$ cat src/rtl/coin_conditioner.sv
// coin_conditioner: synchronise, debounce and arbitrate the coin5/coin10 sensors into single-cycle accept pulses
//   sys_clk     : system clock, all state on rising edge
//   sys_rst_n   : asynchronous active-low reset
//   coin5       : raw 5-unit coin sensor (async, active-high, bouncy)
//   coin10      : raw 10-unit coin sensor (async, active-high, bouncy)
//   have_coin5  : one-cycle pulse per accepted 5-unit coin
//   have_coin10 : one-cycle pulse per accepted 10-unit coin
//   coin_busy   : either channel outside IDLE or a pulse still pending
module coin_conditioner #(
  parameter int DB_CYCLES = 1000000
) (
  input  logic sys_clk,
  input  logic sys_rst_n,
  input  logic coin5,
  input  logic coin10,
  output logic have_coin5,
  output logic have_coin10,
  output logic coin_busy
);
  localparam int CNT_W = $clog2(DB_CYCLES + 1);
  localparam logic [1:0] IDLE = 2'd0, PRESS_WAIT = 2'd1, HELD = 2'd2, RELEASE_WAIT = 2'd3;
  localparam logic [CNT_W-1:0] LAST = CNT_W'(DB_CYCLES - 1);
  logic [1:0] raw, meta, sync, qual, active, pend;
  assign raw = {coin10, coin5};
  always_ff @(posedge sys_clk or negedge sys_rst_n)
    if (!sys_rst_n) begin
      meta <= '0;
      sync <= '0;
    end else begin
      meta <= raw;
      sync <= meta;
    end
  // bit 0 is the 5-unit channel, bit 1 the 10-unit channel
  for (genvar c = 0; c < 2; c++) begin : g_ch
    logic [1:0] st;
    logic [CNT_W-1:0] cnt;
    assign qual[c] = st == PRESS_WAIT && sync[c] && cnt == LAST;
    assign active[c] = st != IDLE;
    always_ff @(posedge sys_clk or negedge sys_rst_n)
      if (!sys_rst_n) begin
        st <= IDLE;
        cnt <= '0;
      end else
        case (st)
          IDLE:
            if (sync[c]) begin
              st <= PRESS_WAIT;
              cnt <= CNT_W'(1);
            end
          PRESS_WAIT:
            if (!sync[c]) begin
              st <= IDLE;
              cnt <= '0;
            end else if (cnt == LAST) begin
              st <= HELD;
              cnt <= '0;
            end else
              cnt <= cnt + CNT_W'(1);
          HELD:
            if (!sync[c]) begin
              st <= RELEASE_WAIT;
              cnt <= CNT_W'(1);
            end
          default:
            if (sync[c]) begin
              st <= HELD;
              cnt <= '0;
            end else if (cnt == LAST) begin
              st <= IDLE;
              cnt <= '0;
            end else
              cnt <= cnt + CNT_W'(1);
        endcase
  end
  // 10-unit pending wins; a 5-unit pending waits one cycle behind it
  always_ff @(posedge sys_clk or negedge sys_rst_n)
    if (!sys_rst_n) begin
      pend <= '0;
      have_coin5 <= 1'b0;
      have_coin10 <= 1'b0;
    end else begin
      have_coin10 <= pend[1];
      have_coin5 <= pend[0] & ~pend[1];
      pend[1] <= qual[1];
      pend[0] <= qual[0] | (pend[0] & pend[1]);
    end
  assign coin_busy = |active | |pend;
endmodule

$ cat config.mk
export PLATFORM = sky130hd
export DESIGN_NAME = coin_conditioner
export DESIGN_NICKNAME = d
export VERILOG_FILES = /design/src/rtl/coin_conditioner.sv
export SDC_FILE = /design/constraint.sdc
export NUM_CORES = 1
export LEC_CHECK = 0
export CAP_MARGIN = 20
export CORE_UTILIZATION = 30
export CTS_BUF_LIST = sky130_fd_sc_hd__clkbuf_8
export DETAILED_ROUTE_END_ITERATION = 7
export GPL_TIMING_DRIVEN = 0
export PLACE_DENSITY = 0.47
export SLEW_MARGIN = 20
export SYNTH_ARGS = -nofsm -noshare
export SYNTH_HDL_FRONTEND = slang
export SYNTH_SLANG_ARGS = --single-unit
$ cat constraint.sdc
create_clock -name sys_clk -period 5.2 [get_ports sys_clk]
set_input_delay 1.04 -clock sys_clk [delete_from_list [all_inputs] [get_ports sys_clk]]
set_output_delay 1.04 -clock sys_clk [all_outputs]
set_load 0.1 [all_outputs]
Word level (Yosys, flattened, before mapping)
Index checks and enable logic that the tools add are counted.
- bits in registers: 52
- input bits: 4
- output and inout port bits: 3
- logic and storage cells: 70
- $add $sub $neg: 2
- eq/ne operators: 12
- multiplexer cells: 26
- bitwise gates (word level): 5
- reduce and logical (&&, ||, !) cells: 16
- operators by type and width (operator ; number):
    20-bit two-way mux ; 10
    20-bit one-hot mux with 3 select lines ; 2
    20-bit by 1-bit adder with 20-bit output (second input constant) ; 2
    20-bit == test (second input constant) ; 2
    2-bit two-way mux ; 12
    2-bit one-hot mux with 3 select lines ; 2
    2-bit inequality test (second input constant) ; 4
    4-bit AND reduction ; 2
    4-bit nonzero test ; 2
    3-bit by 2-bit inequality test with 1-bit output (second input constant) ; 2
    2-bit by 1-bit == test with 1-bit output (second input constant) ; 2
    2-bit == test (second input constant) ; 2
    1-bit logical AND ; 4
    2-bit zero test ; 2
    2-bit AND reduction ; 2
    2-bit nonzero test ; 2
    2-bit OR reduction ; 2
    1-bit bitwise AND ; 2
    1-bit OR ; 2
    1-bit NOT ; 1

Depth between registers and ports, before layout
- depth after elaboration: 4
- depth in mapped cells: 6
- depth with buffers taken out: 6

Worst setup path after synthesis
Ideal clock, no wire load.
- path type: reg-to-output
- start point: register g_ch[1].st[0]
- end point: output port coin_busy
- arrival time: 1349 ps
- data required time: 4160 ps
- setup slack: 2811 ps
- cell stages (with the launch flop): 4
- path buffers: 1
- cell sequence: dfrtp_1 buf_4 nor4_1 nand2_1
- longest elaborated chain between the ends: 3
- RTL lines (what ; RTL line ; RTL):
    start, declared ; 35 ; logic [1:0] st;
    start signal, assigned ; 41 ; st <= IDLE;
    start signal, assigned ; 47 ; st <= PRESS_WAIT;
    start signal, assigned ; 52 ; st <= IDLE;
    2-bit nonzero test ; 38 ; assign active[c] = st != IDLE;
    2-bit OR reduction ; 87 ; assign coin_busy = |active | |pend;
    1-bit OR ; 87 ;
    end, declared ; 18 ; output logic coin_busy
Every way passes these cells.

Worst setup path after layout
Same ends and word-level chain as after synthesis.

==> flow_metrics.env <==
export IMPL_postCtsHoldBufs=0
export IMPL_die_area_um2=9050
export IMPL_dpl_hpwl_um=3800
export IMPL_cts_setup_buffers=0
export IMPL_drt_pass1_iterations=4
export IMPL_route_detailed_wl_per_inst_um=14.2
export IMPL_end_kind="output port"
export IMPL_crit_path_max_fanout=10
export IMPL_synth_flop_cell="dfrtp_1"
export IMPL_cts_root_buf="clkbuf_8"
export IMPL_drive_gt1_share_pct=7.02
export IMPL_grt_usage_pct=13.9
export IMPL_min_path_type="flip-flop to flip-flop"
export IMPL_place_congestion=0.761
export IMPL_rsz0062_at_grt="no"
export IMPL_grt_ovfl_total=0
export IMPL_grt_pass1_vias=1931
export IMPL_cts_max_level=2
export IMPL_chipHeight_um=95.1
export IMPL_drc=0
export IMPL_antenna_found_initial=0
export IMPL_final_hold_violation_count=0
export IMPL_fin_tns_setup_ps=0
export IMPL_cts_made_buffers=5
export IMPL_synthCells=271
export IMPL_holdPathStages=0
export IMPL_cap_violations=0
export IMPL_netlist_cell_type_count=51
export IMPL_cts_buffer_depth=2
export IMPL_cp_arrival_ps=2240
export IMPL_cts_tree="built"
export IMPL_fin_skew_ps=8.94
export IMPL_initial_core_util_pct=31.4
export IMPL_io_pin_count=7
export IMPL_ys_async_sr_fraction_pct=100
export IMPL_yosysSeqAreaShare_pct=50.0
export IMPL_synth_yosys_warnings=0
export IMPL_reg2reg_depth=6
export IMPL_grt_pass1_wl_um=9640
export IMPL_dp_slack_ps=2270
export IMPL_areaGrowthSynthToFinish_pct=11.0
export IMPL_fin_crit_sh_pct=63.1
export IMPL_clk_pin_slew_ps=110
export IMPL_layout_nets=290
export IMPL_clkSinkCount=52
export IMPL_design_area_um2=2890
export IMPL_dpl_cell_area_um2=2790
export IMPL_slew_headroom_pct=36.0
export IMPL_required_ps=4160
export IMPL_dp_cells=382
export IMPL_cts_resized=0
export IMPL_final_cells=390
export IMPL_die_w_um=95.1
export IMPL_rows=33
export IMPL_setup_ws_ps=1920
export IMPL_status="complete, no violations"
export IMPL_drtIter0Drc=97
export IMPL_final_common_cell="dfrtp_1"
export IMPL_ys_seq_elements=52
export IMPL_finalSetupViolations=0
export IMPL_vias=2016
export IMPL_p_leak_nw=1.21
export IMPL_min_period_ps=3280
export IMPL_setup_worst_path_class="flip-flop to output port"
export IMPL_clk_latency_ps=320
export IMPL_slew_violations=0
export IMPL_synth_edf_count=0
export IMPL_ir_drop_uv=117
export IMPL_port_buffers=6
export IMPL_routed_wl_um=5520
export IMPL_fin_util_pct=34.8
export IMPL_final_cell_mix="dfrtp_1, nand3_1, o21ai_0, nand2_1, nor2_1"
export IMPL_syn_area_um2=2600
export IMPL_antenna_cells=0
export IMPL_design_core_area_um2=8300
export IMPL_grt_max_degree=53
export IMPL_fmax_mhz=305
export IMPL_via_per_inst=5.17
export IMPL_antenna_left=0
export IMPL_cp_start_kind="flip-flop"
export IMPL_syn_area_per_cell_um2=9.60
export IMPL_syn_num_nets=277
export IMPL_p_per_area_nw_per_um2=249
export IMPL_worstMarginPinSlew_ps=957
[cell families (layout without fill, tap and decap cells)]
kind of cell | after synthesis | after routing | share of synthesized area, %
flip-flops | 52 | 52 | 50.0
AO/OA/AOI/OAI | 55 | 55 | 12.6
buffers and inverters | 10 | 24 | 1.92
adder cells (fa/ha/maj) | 2 | 2 | 0.961
AND/OR/NAND/NOR | 131 | 131 | 27.0
multiplexers | 4 | 4 | 1.78
XOR/XNOR | 17 | 17 | 5.72
[sequential cells by signal, indices dropped and copies added, names as in the netlist, named ones only]
signal / count
g_ch.st: 2
sync: 2
g_ch.cnt: 40
meta: 2
pend: 2
have_coin10: 1
have_coin5: 1
[layout make-up]
type,count,area (um2)
Sequential cell,52,1300
Inverter,5,18.8
Multi-Input combinational cell,209,1250
Clock buffer,5,68.8
Tap cell,105,131
Buffer,5,31.3
Clock inverter,3,27.5
Timing Repair Buffer,6,57.6
Fill cell,883,5410
[routing by layer]
layer	track usage, %	up-vias	share of wire [%]
li1	-	1014	-
met1	19.8	974	53
met2	21.4	23	43
met3	2.63	5	2.4
met4	4.17	0	1.5
met5	0	-	0
[final timing paths]
check | slack, ps | start | end
setup / recovery | 1920 | g_ch[1].st[0] | coin_busy
min in group asynchronous | 750 | sys_rst_n | g_ch[1].cnt[17]
max in group asynchronous | 4010 | sys_rst_n | g_ch[0].cnt[3]
hold reg to reg | 360 | meta[0] | sync[0]
hold / removal | 360 | meta[0] | sync[0]
setup reg to reg | 2980 | g_ch[1].cnt[12] | g_ch[1].cnt[9]
[where the power goes]
| part | leakage [nW] | internal, mW | switching (mW) |
|---|---|---|---|
| clock | 0.0463 | 0.0991 | 0.150 |
| sequential | 0.706 | 0.412 | 0.00848 |
| combinational | 0.459 | 0.0172 | 0.0336 |
[Yosys cell counts, drive strengths merged, types with 3 or more instances]
master  count  share of area (%)
nor3b       3               0.87
nor3        6                1.2
inv         5               0.72
xor2       15                5.0
nor2       24                3.7
and2        5                1.2
nand3      27                5.2
dfrtp      52                 50
nand2      25                3.6
a21o        4                1.2
o21ai      27                5.2
or3         4               0.96
buf         3               0.91
and3        7                1.7
nand4       9                2.2
nor4        3               0.72
and4        3                1.0
a21oi      12                2.3
o21a        3               0.87
or4         3                1.1
[critical path, cell delays in order, from the launching register on]
cell,delay [ps]
dfrtp_1,430
buf_4,180
nor4_1,250
nand2_1,90
clkdlybuf4s50_1,960
[per-stage QoR]
stage,power (mW),hold WS [ps]
final,0.720,357
after global routing,0.760,370
after CTS,0.735,362
after detailed placement,0.480,336
after global placement,0.480,334
after floorplan,0.458,331
(Power assumes the default switching activity.)
